File: config.mk
export PLATFORM = sky130hd
export DESIGN_NAME = pong_ball_ctrl
export DESIGN_NICKNAME = d
export VERILOG_FILES = /design/src/rtl/pong_ball_ctrl.sv
export SDC_FILE = /design/constraint.sdc
export NUM_CORES = 1
export LEC_CHECK = 0
export ABC_CLOCK_PERIOD_IN_PS = 3530
export CAP_MARGIN = 40
export CELL_PAD_IN_SITES_DETAIL_PLACEMENT = 1
export CELL_PAD_IN_SITES_GLOBAL_PLACEMENT = 1
export CORE_UTILIZATION = 38
export CTS_CLUSTER_SIZE = 25
export DETAILED_ROUTE_END_ITERATION = 6
export PLACE_DENSITY_LB_ADDON = 0.1
export SKIP_LAST_GASP = 1
export SLEW_MARGIN = 25
export SYNTH_ARGS = -nofsm -noshare
export SYNTH_HDL_FRONTEND = slang
export SYNTH_SLANG_ARGS = --single-unit
File: constraint.sdc
create_clock -name clk -period 3.53 [get_ports clk]
set_input_delay 1.059 -clock clk [delete_from_list [all_inputs] [get_ports clk]]
set_output_delay 1.059 -clock clk [all_outputs]
set_load 0.02 [all_outputs]
File: src/rtl/pong_ball_ctrl.sv
// Pong ball-motion engine: serve sequencing, wall/paddle reflection, miss
// detection and score/hit pulses, advanced once per 100 Hz divider tick.
// Optional build macro: BALL_SPEEDUP_EN (every 4th paddle hit raises the step).
module pong_ball_ctrl #(
  parameter int unsigned FIELD_W     = 160,
  parameter int unsigned FIELD_H     = 120,
  parameter int unsigned BALL_SIZE   = 4,
  parameter int unsigned PADDLE_W    = 4,
  parameter int unsigned PADDLE_H    = 24,
  parameter int unsigned PADDLE_L_X  = 4,
  parameter int unsigned PADDLE_R_X  = 152,
  parameter int unsigned STEP        = 1,
  parameter int unsigned SERVE_TICKS = 50
) (
  input  logic       clk,
  input  logic       rst,
  input  logic       clk_100Hz,
  input  logic       start,
  input  logic [7:0] paddle_l_y,
  input  logic [7:0] paddle_r_y,
  output logic [7:0] ball_x,
  output logic [7:0] ball_y,
  output logic       in_play,
  output logic       score_l,
  output logic       score_r,
  output logic       hit
);

  localparam int unsigned CTR_W = $clog2(SERVE_TICKS + 1);

  localparam logic [7:0] CX     = 8'((FIELD_W - BALL_SIZE) / 2);
  localparam logic [7:0] CY     = 8'((FIELD_H - BALL_SIZE) / 2);
  localparam logic [7:0] Y_MAX  = 8'(FIELD_H - BALL_SIZE);
  localparam logic [7:0] L_FACE = 8'(PADDLE_L_X + PADDLE_W);
  localparam logic [7:0] R_FACE = 8'(PADDLE_R_X - BALL_SIZE);
  localparam logic [8:0] BS9    = 9'(BALL_SIZE);
  localparam logic [8:0] PH9    = 9'(PADDLE_H);

  localparam logic [1:0] ST_IDLE  = 2'd0;
  localparam logic [1:0] ST_SERVE = 2'd1;
  localparam logic [1:0] ST_PLAY  = 2'd2;
  localparam logic [1:0] ST_SCORE = 2'd3;

  logic [1:0]       state, state_nxt;
  logic [7:0]       x_nxt, y_nxt;
  logic             dx, dx_nxt;   // 1 = moving right
  logic             dy, dy_nxt;   // 1 = moving down
  logic [CTR_W-1:0] cnt, cnt_nxt;
  logic             prev;
  logic             tick;
  logic             score_l_nxt, score_r_nxt, hit_nxt;
  logic [7:0]       step;
  logic [8:0]       y9;
  logic             over_l, over_r;

  assign tick = clk_100Hz & ~prev;

  // Paddle overlap in 9 bits so bottom-of-field sums never wrap
  always_comb begin
    y9     = {1'b0, ball_y};
    over_l = ((y9 + BS9) > {1'b0, paddle_l_y}) && (y9 < ({1'b0, paddle_l_y} + PH9));
    over_r = ((y9 + BS9) > {1'b0, paddle_r_y}) && (y9 < ({1'b0, paddle_r_y} + PH9));
  end

`ifdef BALL_SPEEDUP_EN
  localparam logic [7:0] MAX_STEP = 8'(4 * STEP);

  logic [1:0] hit_cnt;

  // Speed-up: every 4th paddle hit adds STEP, saturating; cleared on score
  always_ff @(posedge clk) begin
    if (!rst) begin
      hit_cnt <= 2'd0;
      step    <= 8'(STEP);
    end else if (state == ST_SCORE) begin
      hit_cnt <= 2'd0;
      step    <= 8'(STEP);
    end else if (hit_nxt) begin
      hit_cnt <= hit_cnt + 2'd1;
      if (hit_cnt == 2'd3 && step < MAX_STEP) begin
        step <= step + 8'(STEP);
      end
    end
  end
`else
  assign step = 8'(STEP);
`endif

  // Next-state, motion and pulse decode
  always_comb begin
    state_nxt   = state;
    x_nxt       = ball_x;
    y_nxt       = ball_y;
    dx_nxt      = dx;
    dy_nxt      = dy;
    cnt_nxt     = cnt;
    score_l_nxt = 1'b0;
    score_r_nxt = 1'b0;
    hit_nxt     = 1'b0;

    case (state)
      ST_IDLE: begin
        x_nxt = CX;
        y_nxt = CY;
        if (start) begin
          state_nxt = ST_SERVE;
          cnt_nxt   = '0;
        end
      end

      ST_SERVE: begin
        if (tick) begin
          cnt_nxt = cnt + CTR_W'(1);
          if (cnt_nxt == CTR_W'(SERVE_TICKS)) begin
            state_nxt = ST_PLAY;
          end
        end
      end

      ST_PLAY: begin
        if (tick) begin
          // vertical axis: reflect off top and bottom walls
          if (dy) begin
            if (ball_y >= Y_MAX - step) begin
              y_nxt  = Y_MAX;
              dy_nxt = 1'b0;
            end else begin
              y_nxt = ball_y + step;
            end
          end else begin
            if (ball_y <= step) begin
              y_nxt  = 8'd0;
              dy_nxt = 1'b1;
            end else begin
              y_nxt = ball_y - step;
            end
          end

          // horizontal axis: paddle contact or miss near either face
          if (dx) begin
            if (ball_x >= R_FACE - step) begin
              if (over_r) begin
                x_nxt   = R_FACE;
                dx_nxt  = 1'b0;
                hit_nxt = 1'b1;
              end else begin
                state_nxt = ST_SCORE;
              end
            end else begin
              x_nxt = ball_x + step;
            end
          end else begin
            if (ball_x <= L_FACE + step) begin
              if (over_l) begin
                x_nxt   = L_FACE;
                dx_nxt  = 1'b1;
                hit_nxt = 1'b1;
              end else begin
                state_nxt = ST_SCORE;
              end
            end else begin
              x_nxt = ball_x - step;
            end
          end
        end
      end

      ST_SCORE: begin
        // dx still holds the direction of the miss: a rightward miss scores left
        score_l_nxt = dx;
        score_r_nxt = ~dx;
        dx_nxt      = ~dx;
        x_nxt       = CX;
        y_nxt       = CY;
        cnt_nxt     = '0;
        state_nxt   = ST_SERVE;
      end

      default: state_nxt = ST_IDLE;
    endcase
  end

  // State and registered outputs
  always_ff @(posedge clk) begin
    if (!rst) begin
      state   <= ST_IDLE;
      ball_x  <= CX;
      ball_y  <= CY;
      dx      <= 1'b1;
      dy      <= 1'b1;
      cnt     <= '0;
      prev    <= 1'b0;
      in_play <= 1'b0;
      score_l <= 1'b0;
      score_r <= 1'b0;
      hit     <= 1'b0;
    end else begin
      state   <= state_nxt;
      ball_x  <= x_nxt;
      ball_y  <= y_nxt;
      dx      <= dx_nxt;
      dy      <= dy_nxt;
      cnt     <= cnt_nxt;
      prev    <= clk_100Hz;
      in_play <= (state_nxt == ST_PLAY);
      score_l <= score_l_nxt;
      score_r <= score_r_nxt;
      hit     <= hit_nxt;
    end
  end

endmodule
* Yosys cells after proc, flatten, opt, wreduce, memory -nomap -nowiden
Index checks and enable logic that the tools add are counted.
** Word-level totals
- Bits in registers :: 31
- Word-level logic and storage cells :: 92
** Operators by class
- Add/sub/neg operators :: 8
- $lt $le $gt $ge :: 8
- Eq/ne operators :: 10
- Multiplexer cells :: 38
- Bitwise operators :: 3
- Reductions and logical operators :: 14
** Operators with widths (number)
- 2-to-1 mux 8 bit :: 10
- one-hot mux 8 bit (2 select lines) :: 2
- adder 8 x 5 -> 9 bit, second input constant :: 2
- > comparator 9 x 8 -> 1 bit :: 2
- less-than comparator 8 x 9 -> 1 bit :: 2
- 2-to-1 mux 2 bit :: 9
- one-hot mux 6 bit (3 select lines) :: 1
- adder 8 x 1 -> 8 bit, second input constant :: 2
- subtractor 8 x 1 -> 8 bit, second input constant :: 2
- 2-to-1 mux 1 bit :: 12
- 2-to-1 mux 6 bit :: 2
- adder 8 x 3 -> 9 bit, second input constant :: 1
- >= comparator 8 x 7 -> 1 bit, second input constant :: 1
- >= comparator 8 bit, second input constant :: 1
- less-or-equal comparator 8 x 1 -> 1 bit, second input constant :: 1
- less-or-equal comparator 8 x 4 -> 1 bit, second input constant :: 1
- inequality test 4 bit, second input constant :: 2
- one-hot mux 2 bit (4 select lines) :: 1
- AND reduction 2 bit :: 4
- adder 6 x 1 -> 6 bit, second input constant :: 1
- == test 2 bit, second input constant :: 3
- == test 6 bit, second input constant :: 1
- inequality test 2 bit, second input constant :: 3
- AND reduction 3 bit :: 2
- 10 further kinds :: 13

* Logic depth before layout (Yosys ltp)
- Depth after elaboration :: 9
- Mapped depth :: 14
- Gate-level depth less buffers :: 12

* Worst setup path before layout
No wires, ideal clock.
- Path type :: input -> register
- Start :: in paddle_l_y[3]
- End :: reg ball_x[5]
- Data arrival time :: 3287 ps
- Required time :: 3464 ps
- Setup slack :: 178 ps
- Cell stages on the path :: 10
- Cells stage by stage :: inv_1 > ha_1 > ha_1 > a21o_1 > a211oi_1 > a31oi_1 > a2111oi_4 > o31ai_4 > or3b_1 > a21boi_2
** Between the ends
- Cells in the longest elaborated chain, start to end :: 5
** RTL lines
- start, declared :: line 19 : input logic [7:0] paddle_l_y,
- adder 8 x 5 -> 9 bit :: line 61 : over_l = ((y9 + BS9) > {1'b0, paddle_l_y}) && (y9 < ({1'b0, paddle_l_y} + PH9));
- less-than comparator 8 x 9 -> 1 bit :: line 61
- logical AND 1 bit (*) :: line 61
- inequality test 4 bit (no source line) (*)
- AND reduction 4 bit (no source line) (*)
- end signal, assigned :: line 199 : ball_x <= x_nxt;
- end, declared :: line 21 : output logic [7:0] ball_x,
Mark *: on every way between the ends. The rest lies on a longest branch, timed or not.
A chain may end at the register's enable or synchronous reset.

* Worst setup path in the final report
- Start :: in paddle_r_y[3]
- End :: reg ball_x[7]
** Between the ends
- Cells in the longest elaborated chain, start to end :: 5
** RTL lines
- start, declared :: line 20 : input logic [7:0] paddle_r_y,
- adder 8 x 5 -> 9 bit :: line 62 : over_r = ((y9 + BS9) > {1'b0, paddle_r_y}) && (y9 < ({1'b0, paddle_r_y} + PH9));
- less-than comparator 8 x 9 -> 1 bit :: line 62
- logical AND 1 bit (*) :: line 62
- inequality test 4 bit (no source line) (*)
- AND reduction 4 bit (no source line) (*)
Marks and branches as above.

==> impl_metrics.py <==
metrics = {
    "clock_tree": {
        "cts_tree": "yes",
        "cts_sinks": 31,
        "h-tree-depth": 2,
        "clk_pin_slew_ns": 0.08,
        "cts_buffer_depth": 2,
        "cts_made_buffers": 5,
        "postCtsHoldBufs": 0,
        "cts_root_buffer": "clkbuf_8",
        "clk_latency_ns": 0.29,
    },
    "placement": {
        "port_buffers": 39,
        "pre_cts_slack_ns": -0.571,
        "placed_cell_area_um2": 3800,
        "dp_hpwl_um": 7670,
        "dpl.cell_count": 567,
        "routabilityCongestion": 0.880,
    },
    "worst_setup_path": {
        "end_kind": "flip-flop",
        "crit_type": "input pin to flip-flop",
        "startpoint": "paddle_r_y[3]",
        "worst-path-max-fanout": 6,
        "arrival_ns": 3.68,
        "reg2reg_depth": 13,
        "cp_data_required_time_ns": 3.72,
        "rr_startpoint": "ball_y[5]",
        "worst_setup_path_start_kind": "input pin",
    },
    "final_layout": {
        "fin_nets": 544,
        "fin_cells": 582,
        "utilization_pct": 51.8,
        "final_cell_area_um2": 4070,
        "drive_gt1_share_pct": 16.5,
        "areaGrowthSynthToFinish_pct": 29.5,
        "insertedDiodeCount": 0,
    },
    "logic_synthesis": {
        "synthDistinctLibCells": 60,
        "ys_warn_count": 0,
        "synth_fa_ha_area_share_pct": 17.9,
        "synth_top_area_share_pct": 19.8,
        "synth-xor-area-share_pct": 5.02,
        "synth_edf_count": 0,
        "synth_top_family_by_area": "compound AO/OA/AOI/OAI gates",
        "ys.flop_type": "dfxtp_1",
        "synth_top_cells_by_area": "dfxtp_1 (20%), ha_1 (18%), o21ai_0 (4.6%), a21oi_1 (4.3%), inv_1 (4.2%)",
        "syn_nets": 475,
        "syn_area_per_cell_um2": 7.66,
        "synthMuxAreaShare_pct": 0.319,
        "synth_compound_area_share_pct": 26.7,
        "synth-simple-area-share_pct": 23.1,
        "synth_area_leader_cell": "dfxtp_1",
        "synthArstFlopShare_pct": 0,
        "seq_area_frac_synth_pct": 19.8,
        "synth_cells": 410,
        "ys_ff_latch": 31,
        "netlist_area_um2": 3140,
    },
    "sta": {
        "final_hold_viol_count": 0,
        "tightest_slew_ns": 0.642,
        "setup-tns-final_ns": 0,
        "timing.final.crit_share_pct": 98.9,
        "finalWorstSetupSlack_ns": 0.0403,
        "setup_violations": 0,
        "rsz0062_at_grt": "true",
        "relSlewSlack_pct": 57.1,
        "period_needed_ns": 3.49,
        "drv_slew": 0,
        "skew_ns": 0.0110,
        "fmax_ghz": 0.287,
        "hold_slack_ns": 0.505,
    },
    "power_and_ir_drop": {
        "powerDensity_nw_per_um2": 288,
        "finalPower_mw": 1.17,
        "p_leak_nw": 1.75,
        "max-vdd-ir-drop_mv": 0.198,
    },
    "global_route": {
        "gr-total-overflow": 0,
        "grt_usage_pct": 24.7,
        "grt_pass1_vias": 3442,
        "antenna_found_initial": 0,
        "grt_pass1_wl_um": 17000,
        "grt_max_degree": 18,
    },
    "floorplan": {
        "initial_utilization_pct": 40.0,
        "ioPinCount": 40,
        "die_height_um": 92.9,
        "core_um2": 7850,
        "die_w_um": 92.9,
        "dieArea_um2": 8630,
        "row_count": 32,
    },
    "worst_hold_path": {
        "whs_path_depth": 1,
        "hp-start": "cnt[5]",
        "hold_path_class": "flip-flop to flip-flop",
    },
    "run_status": {
        "status": "completed",
    },
    "detailed_routing": {
        "vias_per_cell": 5.61,
        "drc_errors": 0,
        "drt-wirelength-per-cell_um": 17.5,
        "routed-via-count": 3266,
        "drtPass1Iterations": 4,
        "drt_iter0_markers": 59,
        "ant_nets": 0,
        "totalWireLength_um": 10200,
    },
    "job": {
        "cap_viol_max_count": 0,
    },
}
## cell usage after synthesis, types with 3 or more instances
cell,number
ha_1,45
o21ai_0,29
inv_1,35
o211ai_1,8
a22oi_1,3
o31a_1,3
a21oi_2,3
nor3_1,12
o221ai_1,5
nor2_1,34
nand2_1,28
a21oi_1,27
a21o_1,3
and2_1,5
a211oi_1,3
a31oi_1,5
xnor2_1,12
xor2_1,6
dfxtp_1,31
buf_6,3
nor2b_1,8
or2_2,3
buf_2,5
nand2b_1,3
nand4_1,5
clkbuf_1,7
a21boi_0,4
nand3_1,22
and3_1,12
o21a_1,3
## power breakdown
group | internal, mW | switching [mW] | leakage (nW)
Combinational | 0.193 | 0.221 | 1.44
Clock | 0.210 | 0.157 | 0.0581
Sequential | 0.362 | 0.0262 | 0.251
Total | 0.765 | 0.405 | 1.75
## worst paths after layout
check | to | slack [ns]
hold reg to reg | cnt[5] | 0.51
setup reg to reg | ball_x[7] | 0.30
hold / removal | cnt[5] | 0.51
setup / recovery | ball_x[7] | 0.04
## area by class of cell
class | count | area [µm²]
fillers | 995 | 3780
multi-input cells | 328 | 2380
repair buffers | 78 | 693
flip-flops and latches | 31 | 621
inverters | 35 | 131
well taps | 102 | 128
clock buffers | 5 | 68.8
clock inverters | 3 | 43.8
## worst max-delay path, cell delays in order
cell	delay [ns]
clkdlybuf4s50_1	0.47
inv_1	0.06
ha_2	0.20
nor2_1	0.13
xnor2_1	0.08
ha_1	0.29
o211ai_1	0.11
a21oi_1	0.17
o21ai_1	0.11
and3_4	0.20
o31ai_4	0.31
buf_6	0.16
nor2_1	0.04
o221a_2	0.27
## logic make-up (layout without fill, tap and decap cells)
logic type                 count (synthesis)  after routing
AOI/OAI and AO/OA                        121            121
xor gates and xnor gates                  18             18
adders and majority gates                 45             45
buffers and inverters                     51            121
DFF                                       31             31
muxes                                      1              1
and+or+nand+nor                          143            143
## metal layers
metal	track usage (%)	wire (µm)
met2	44.5	5210
met4	5.90	112
met5	0	0
met3	2.96	218
met1	31.1	4620
## repair_timing
action	CTS	global route
gates resized for setup	12	20
buffers inserted	6	3
endpoints found under the setup margin	11	12
pin swaps	6	8
## sequential cells by signal (all words and copies together), names as in the netlist
name	flops
ball_x	8
ball_y	8
cnt	6
dx	1
dy	1
hit	1
in_play	1
prev	1
score_l	1
score_r	1
state	2
## cells in the final DEF, fill, tap and decap left out, drive strengths merged, types with 4 or more instances in the layout
master,n
and2,5
a31oi,5
a21boi,5
o21ai,30
o211ai,8
nand4,5
xor2,6
buf,39
clkdlybuf4s50,34
xnor2,12
o221ai,5
nor2b,8
and3,12
nor2,34
clkbuf,5
nand2,28
ha,45
inv,35
nand3,23
dfxtp,31
nor3,12
a21oi,30
a211oi,4
No activity file was read; power rests on OpenSTA's default activity.
